### config.mk
export PLATFORM = sky130hd
export DESIGN_NAME = upower_main_control_flat
export DESIGN_NICKNAME = d
export VERILOG_FILES = /design/src/rtl/upower_main_control_if.sv /design/src/rtl/upower_main_control.sv /design/src/flat_wrapper.sv
export SDC_FILE = /design/constraint.sdc
export NUM_CORES = 1
export LEC_CHECK = 0
export ABC_AREA = 1
export CAP_MARGIN = 25
export CORE_ASPECT_RATIO = 1.5
export CORE_MARGIN = 2
export CORE_UTILIZATION = 46
export DETAILED_ROUTE_END_ITERATION = 10
export PLACE_DENSITY_LB_ADDON = 0.1
export SLEW_MARGIN = 15
export SYNTH_ARGS = -nofsm -noshare
export SYNTH_HDL_FRONTEND = slang
export SYNTH_SLANG_ARGS = --single-unit
### constraint.sdc
create_clock -name clk -period 2.9 [get_ports clk]
set_clock_uncertainty 0.15 [all_clocks]
set_input_delay 0.58 -clock clk [delete_from_list [all_inputs] [get_ports clk]]
set_output_delay 0.58 -clock clk [all_outputs]
set_load 0.03 [all_outputs]
### src/rtl/upower_main_control_if.sv
// ============================================================================
// Module   : upower_main_control_if
// Purpose  : Instruction, decode-field, strobe and data-memory handshake
//            bundle of the uPower main controller.
//            Optional macro UPOWER_PERF_CNT_EN adds the instret signal.
// Revision : 1.0 - initial release
// ============================================================================
`default_nettype none

interface upower_main_control_if #(
  parameter int CNT_W = 32
);
  logic [31:0] instr;
  logic        instr_valid;
  logic        instr_ready;
  logic [1:0]  ALUop;
  logic [9:0]  xox;
  logic [8:0]  xoxo;
  logic [1:0]  xods;
  logic        ALUSrc;
  logic        alu_en;
  logic        Branch;
  logic        MemRead;
  logic        MemWrite;
  logic        mem_req;
  logic        mem_ack;
  logic        MemtoReg;
  logic        RegWrite;
  logic        done;
  logic        err;

  if (CNT_W < 1) begin : g_cnt_w_check
    $error("CNT_W must be at least 1");
  end

`ifdef UPOWER_PERF_CNT_EN
  logic [CNT_W-1:0] instret;

  modport master (
    input  instr, instr_valid, mem_ack,
    output instr_ready, ALUop, xox, xoxo, xods, ALUSrc, alu_en, Branch,
           MemRead, MemWrite, mem_req, MemtoReg, RegWrite, done, err, instret
  );
  modport slave (
    output instr, instr_valid, mem_ack,
    input  instr_ready, ALUop, xox, xoxo, xods, ALUSrc, alu_en, Branch,
           MemRead, MemWrite, mem_req, MemtoReg, RegWrite, done, err, instret
  );
`else
  modport master (
    input  instr, instr_valid, mem_ack,
    output instr_ready, ALUop, xox, xoxo, xods, ALUSrc, alu_en, Branch,
           MemRead, MemWrite, mem_req, MemtoReg, RegWrite, done, err
  );
  modport slave (
    output instr, instr_valid, mem_ack,
    input  instr_ready, ALUop, xox, xoxo, xods, ALUSrc, alu_en, Branch,
           MemRead, MemWrite, mem_req, MemtoReg, RegWrite, done, err
  );
`endif

endinterface

`default_nettype wire

### src/rtl/upower_main_control.sv
// ============================================================================
// Module   : upower_main_control
// Purpose  : Multi-cycle DECODE/EXEC/MEM/WB control FSM feeding ALU_Control.
//            Optional macro UPOWER_PERF_CNT_EN adds a retired-instruction count.
// Revision : 1.0 - initial release
// ============================================================================
`default_nettype none

module upower_main_control #(
  parameter int MEM_TIMEOUT = 16,
  parameter int CNT_W       = 32
) (
  input  logic                  clk,
  input  logic                  rst,
  upower_main_control_if.master bus
);

  localparam int TW = $clog2(MEM_TIMEOUT);
  localparam logic [TW-1:0] TO_LAST = TW'(MEM_TIMEOUT - 1);

  typedef enum logic [2:0] {
    S_IDLE, S_DECODE, S_EXEC, S_MEM, S_WB, S_ERR
  } state_t;

  typedef enum logic [2:0] {
    C_ALU, C_IMM, C_LOAD, C_STORE, C_BR, C_ILL
  } cls_t;

  if (MEM_TIMEOUT < 2 || CNT_W < 1) begin : g_param_check
    $error("MEM_TIMEOUT must be >= 2 and CNT_W >= 1");
  end

  state_t          r_state, w_state_nxt;
  cls_t            w_cls;
  logic [5:0]      r_opcode;
  logic [10:0]     r_low;
  logic [1:0]      r_aluop, w_aluop;
  logic            r_alusrc, w_alusrc;
  logic [9:0]      r_xox;
  logic [8:0]      r_xoxo;
  logic [1:0]      r_xods;
  logic [TW-1:0]   r_tcnt;

  always_comb begin
    w_cls    = C_ILL;
    w_aluop  = 2'b00;
    w_alusrc = 1'b0;
    case (r_opcode)
      6'd31:        begin w_cls = C_ALU;   w_aluop = 2'b10; end
      6'd14:        begin w_cls = C_IMM;   w_alusrc = 1'b1; end
      6'd32, 6'd58: begin w_cls = C_LOAD;  w_alusrc = 1'b1; end
      6'd36, 6'd62: begin w_cls = C_STORE; w_alusrc = 1'b1; end
      6'd18, 6'd16: begin w_cls = C_BR;    w_aluop = 2'b01; end
      default:      ;
    endcase
  end

  always_ff @(posedge clk) begin
    if (rst) begin
      r_state  <= S_IDLE;
      r_opcode <= '0;
      r_low    <= '0;
      r_aluop  <= '0;
      r_alusrc <= 1'b0;
      r_xox    <= '0;
      r_xoxo   <= '0;
      r_xods   <= '0;
      r_tcnt   <= '0;
    end else begin
      r_state <= w_state_nxt;
      if (r_state == S_IDLE && bus.instr_valid) begin
        r_opcode <= bus.instr[31:26];
        r_low    <= bus.instr[10:0];
      end
      if (r_state == S_DECODE) begin
        r_aluop  <= w_aluop;
        r_alusrc <= w_alusrc;
        r_xox    <= r_low[10:1];
        r_xoxo   <= r_low[9:1];
        r_xods   <= r_low[1:0];
      end
      // Cleared everywhere outside MEM so every MEM visit starts from zero.
      r_tcnt <= (r_state == S_MEM) ? r_tcnt + 1'b1 : '0;
    end
  end

  always_comb begin
    w_state_nxt = r_state;
    case (r_state)
      S_IDLE:   if (bus.instr_valid) w_state_nxt = S_DECODE;
      S_DECODE: w_state_nxt = (w_cls == C_ILL) ? S_ERR : S_EXEC;
      S_EXEC: begin
        if (w_cls == C_LOAD || w_cls == C_STORE) w_state_nxt = S_MEM;
        else if (w_cls == C_BR)                  w_state_nxt = S_IDLE;
        else                                     w_state_nxt = S_WB;
      end
      S_MEM: begin
        if (bus.mem_ack)           w_state_nxt = (w_cls == C_LOAD) ? S_WB : S_IDLE;
        else if (r_tcnt == TO_LAST) w_state_nxt = S_ERR;
      end
      S_WB:     w_state_nxt = S_IDLE;
      S_ERR:    w_state_nxt = S_IDLE;
      default:  w_state_nxt = S_IDLE;
    endcase
  end

  always_comb begin
    bus.instr_ready = (r_state == S_IDLE);
    bus.alu_en      = (r_state == S_EXEC);
    bus.Branch      = (r_state == S_EXEC) && (w_cls == C_BR);
    bus.mem_req     = (r_state == S_MEM);
    bus.MemRead     = (r_state == S_MEM) && (w_cls == C_LOAD);
    bus.MemWrite    = (r_state == S_MEM) && (w_cls == C_STORE);
    bus.MemtoReg    = (r_state == S_WB) && (w_cls == C_LOAD);
    bus.RegWrite    = (r_state == S_WB);
    bus.err         = (r_state == S_ERR);
    bus.done        = (r_state == S_WB)
                    || ((r_state == S_EXEC) && (w_cls == C_BR))
                    || ((r_state == S_MEM) && (w_cls == C_STORE) && bus.mem_ack);
  end

  assign bus.ALUop  = r_aluop;
  assign bus.ALUSrc = r_alusrc;
  assign bus.xox    = r_xox;
  assign bus.xoxo   = r_xoxo;
  assign bus.xods   = r_xods;

`ifdef UPOWER_PERF_CNT_EN
  logic [CNT_W-1:0] r_instret;

  always_ff @(posedge clk) begin
    if (rst)           r_instret <= '0;
    else if (bus.done) r_instret <= r_instret + 1'b1;
  end

  assign bus.instret = r_instret;
`endif

endmodule

`default_nettype wire

### src/flat_wrapper.sv
// flat-port wrapper written by rule: the top's interface ports become plain ports
module upower_main_control_flat 
#(
  parameter int MEM_TIMEOUT = 16,
  parameter int CNT_W       = 32
)
  (clk, rst, bus_instr, bus_instr_valid, bus_mem_ack, bus_instr_ready, bus_ALUop, bus_xox, bus_xoxo, bus_xods, bus_ALUSrc, bus_alu_en, bus_Branch, bus_MemRead, bus_MemWrite, bus_mem_req, bus_MemtoReg, bus_RegWrite, bus_done, bus_err);
  upower_main_control_if #(.CNT_W(CNT_W)) bus_i ();
  input  logic clk;
  input  logic rst;
  input wire logic [$bits(bus_i.instr)-1:0] bus_instr;
  input wire logic [$bits(bus_i.instr_valid)-1:0] bus_instr_valid;
  input wire logic [$bits(bus_i.mem_ack)-1:0] bus_mem_ack;
  output wire logic [$bits(bus_i.instr_ready)-1:0] bus_instr_ready;
  output wire logic [$bits(bus_i.ALUop)-1:0] bus_ALUop;
  output wire logic [$bits(bus_i.xox)-1:0] bus_xox;
  output wire logic [$bits(bus_i.xoxo)-1:0] bus_xoxo;
  output wire logic [$bits(bus_i.xods)-1:0] bus_xods;
  output wire logic [$bits(bus_i.ALUSrc)-1:0] bus_ALUSrc;
  output wire logic [$bits(bus_i.alu_en)-1:0] bus_alu_en;
  output wire logic [$bits(bus_i.Branch)-1:0] bus_Branch;
  output wire logic [$bits(bus_i.MemRead)-1:0] bus_MemRead;
  output wire logic [$bits(bus_i.MemWrite)-1:0] bus_MemWrite;
  output wire logic [$bits(bus_i.mem_req)-1:0] bus_mem_req;
  output wire logic [$bits(bus_i.MemtoReg)-1:0] bus_MemtoReg;
  output wire logic [$bits(bus_i.RegWrite)-1:0] bus_RegWrite;
  output wire logic [$bits(bus_i.done)-1:0] bus_done;
  output wire logic [$bits(bus_i.err)-1:0] bus_err;
  assign bus_i.instr = bus_instr;
  assign bus_i.instr_valid = bus_instr_valid;
  assign bus_i.mem_ack = bus_mem_ack;
  assign bus_instr_ready = bus_i.instr_ready;
  assign bus_ALUop = bus_i.ALUop;
  assign bus_xox = bus_i.xox;
  assign bus_xoxo = bus_i.xoxo;
  assign bus_xods = bus_i.xods;
  assign bus_ALUSrc = bus_i.ALUSrc;
  assign bus_alu_en = bus_i.alu_en;
  assign bus_Branch = bus_i.Branch;
  assign bus_MemRead = bus_i.MemRead;
  assign bus_MemWrite = bus_i.MemWrite;
  assign bus_mem_req = bus_i.mem_req;
  assign bus_MemtoReg = bus_i.MemtoReg;
  assign bus_RegWrite = bus_i.RegWrite;
  assign bus_done = bus_i.done;
  assign bus_err = bus_i.err;
  upower_main_control #(.MEM_TIMEOUT(MEM_TIMEOUT), .CNT_W(CNT_W)) u_core (.clk(clk), .rst(rst), .bus(bus_i));
endmodule
==> metrics.yaml <==
cts_resized: 0
critPathLaunchType: "flip-flop"
path_clk_slew_ns: 0.07
insertion_delay_ns: 0.29
wl_mm: 3.83
max_freq_mhz: 371
clk_path_buf_depth: 2
critPathKind: "reg -> out"
gp_congestion: 0.821
drtPass1Iterations: 4
grt.total_usage_pct: 20.4
switching_share_pct: 37.1
synth.most_common_cell: "nor2_1"
report.final.slew_viol_count: 0
drtIter0Drc: 22
vdd_drop_max_uv: 448
ys_seq_area_share_pct: 43.9
grt_pass1_vias: 1508
clockPowerShare_pct: 22.0
synth_area_per_cell_sq_um: 7.34
syn_nets: 273
synth-seq-cells: 38
diodes: 0
switching_power_w: 0.000580
setup_viol: 0
dieWidth_um: 54.1
syn2layout_area_growth_pct: 33.0
synth_top_area_share_pct: 43.9
p_per_area_nw_per_um2: 677
num_rows: 27
rsz0062_at_grt: "no"
antenna_found_initial: 0
synthCells: 236
grt-ovfl-total: 0
synth_area_sq_um: 1730
io_buffers: 54
max_cap_viol_count: 0
power_frac_seq_pct: 41.5
dieArea_sq_um: 4280
numClockSinks: 38
fin_crit_ns: 2.70
synth.area.top_cells: "dfxtp_1, nor2_1, nand2_1"
synth-edff-count: 0
grt_max_degree: 22
routedWlPerCell_um: 11.8
required_ns: 2.17
vias_per_cell: 4.98
crit_path_end_kind: "primary output"
dp_hpwl_mm: 2.72
drive_gt1_share_pct: 10.0
num_vias: 1609
cp.arrival_ns: 1.97
p_leak_nw: 0.974
grt_first_pass_wirelength_mm: 6.53
clockRootBuffer: "clkbuf_8"
cts_buffers: 5
post-cts-setup-buffers: 0
num_io_pins: 70
comb_power_share_pct: 36.5
fillCellCount: 348
synth_cell_types: 26
maxSlewHeadroom_pct: 54.7
tightest_slew_ns: 0.677
fin_setup_tns_ns: 0
nets: 317
cts_hold_buf: 0
die_y_um: 79.2
status: "finished clean"
drc: 0
min_period_over_period_pct: 93.0
yosys_warnings: 0
ys.flop_type: "dfxtp_1"
placed_area_sq_um: 2210
crit_path_max_fanout: 4
initial_core_util_pct: 47.5
p_int_w: 0.000981
synth_top_cell_by_area: "dfxtp_1"
htree_levels: 2
async_reset_ff_share_pct: 0
hold_class: "reg -> reg"
detail-route-antenna-nets: 0
core_sq_um: 3650
final_area_sq_um: 2300
cts_tree: "done"
synth_common_cells: "nor2_1, dfxtp_1, nand2_1"
hold_viol_final: 0
==> worst paths after layout <==
check	startpoint	end	slack, ns	depth (start not counted)
min reg2reg	u_core.r_tcnt[0]	u_core.r_tcnt[0]	0.30	1
min	u_core.r_tcnt[0]	u_core.r_tcnt[0]	0.30	1
max reg2reg	u_core.r_state[0]	u_core.bus.ALUop[1]	1.10	5
max	u_core.r_opcode[2]	bus_Branch	0.20	6
==> per-stage QoR <==
stage / utilization [%] / hold slack (ns) / std cells / setup slack [ns] / power [W]
2_1_floorplan: - / 0.268 / 236 / 0.201 / 0.00106
3_3_place_gp: 60.7 / 0.278 / 316 / 0.320 / 0.00122
3_5_place_dp: 60.7 / 0.287 / 316 / 0.318 / 0.00123
4_1_cts: 62.9 / 0.304 / 323 / 0.0261 / 0.00157
5_1_grt: 63.2 / 0.329 / 323 / 0.0769 / 0.00165
6_report: 63.2 / 0.303 / 323 / 0.204 / 0.00156
==> registers in the layout, summed over array words and instances, names as in the netlist, 2 cells and up <==
| signal | count |
|---|---|
| u_core.r_low | 11 |
| u_core.bus.ALUop | 2 |
| u_core.bus.xox | 2 |
| u_core.r_state | 3 |
| u_core.r_tcnt | 4 |
| u_core.bus.xoxo | 8 |
| u_core.r_opcode | 6 |
==> layout by cell type, fill, tap and decap left out, types with 2 or more instances in the layout <==
cell type,count
clkdlybuf4s50_1,52
clkbuf_8,5
o21ai_0,18
inv_2,6
inv_1,15
nor2_1,42
dfxtp_1,38
nor3_1,2
o21ai_2,2
nand3_1,21
nand2_1,37
dlymetal6s2s_1,2
nand3_2,2
o211ai_1,2
nand2_2,2
a21oi_1,19
nor2_2,2
buf_4,3
==> area by class of cell <==
cell class / instances / area (sq um) / share of cell area [%]
inverters: 21 / 78.8 / 3.42
multi-input cells: 157 / 763 / 33.1
clock buffers: 6 / 72.6 / 3.15
clock inverters: 1 / 7.51 / 0.326
repair buffers: 57 / 568 / 24.6
well taps: 43 / 53.8 / 2.33
flip-flops and latches: 38 / 761 / 33.0
==> cell families (layout without fill, tap and decap cells) <==
family	count (synthesis)	after routing	synth area share [%]
simple gates	113	113	29.4
compound gates	42	42	13.1
buf+inv	41	85	12.4
flops	38	38	43.9
fa+ha+maj	1	1	0.722
xor+xnor	1	1	0.506
==> metal layers <==
layer,GRT usage (%),wire (um)
met2,33.5,1870
met5,0,0
met1,24.3,1630
met4,11.8,99
met3,3.01,227
==> power groups by stage <==
stage	Combinational (W)	Sequential, W	Clock (W)
after global placement	0.000568	0.000657	0
after detailed placement	0.000571	0.000657	0
after CTS	0.000575	0.000647	0.000352
after floorplan	0.000335	0.000724	0
after global routing	0.000622	0.000657	0.000374
final	0.000570	0.000647	0.000344
==> critical path, cell delays in order (launching register included) <==
cell and delay [ns]:
dfxtp_1 0.34, nor2_1 0.14, nand2_1 0.08, nor2_2 0.12
inv_2 0.06, nor4_2 0.21, clkdlybuf4s50_1 0.73
Note: power is estimated with default switching activity, not from simulation.
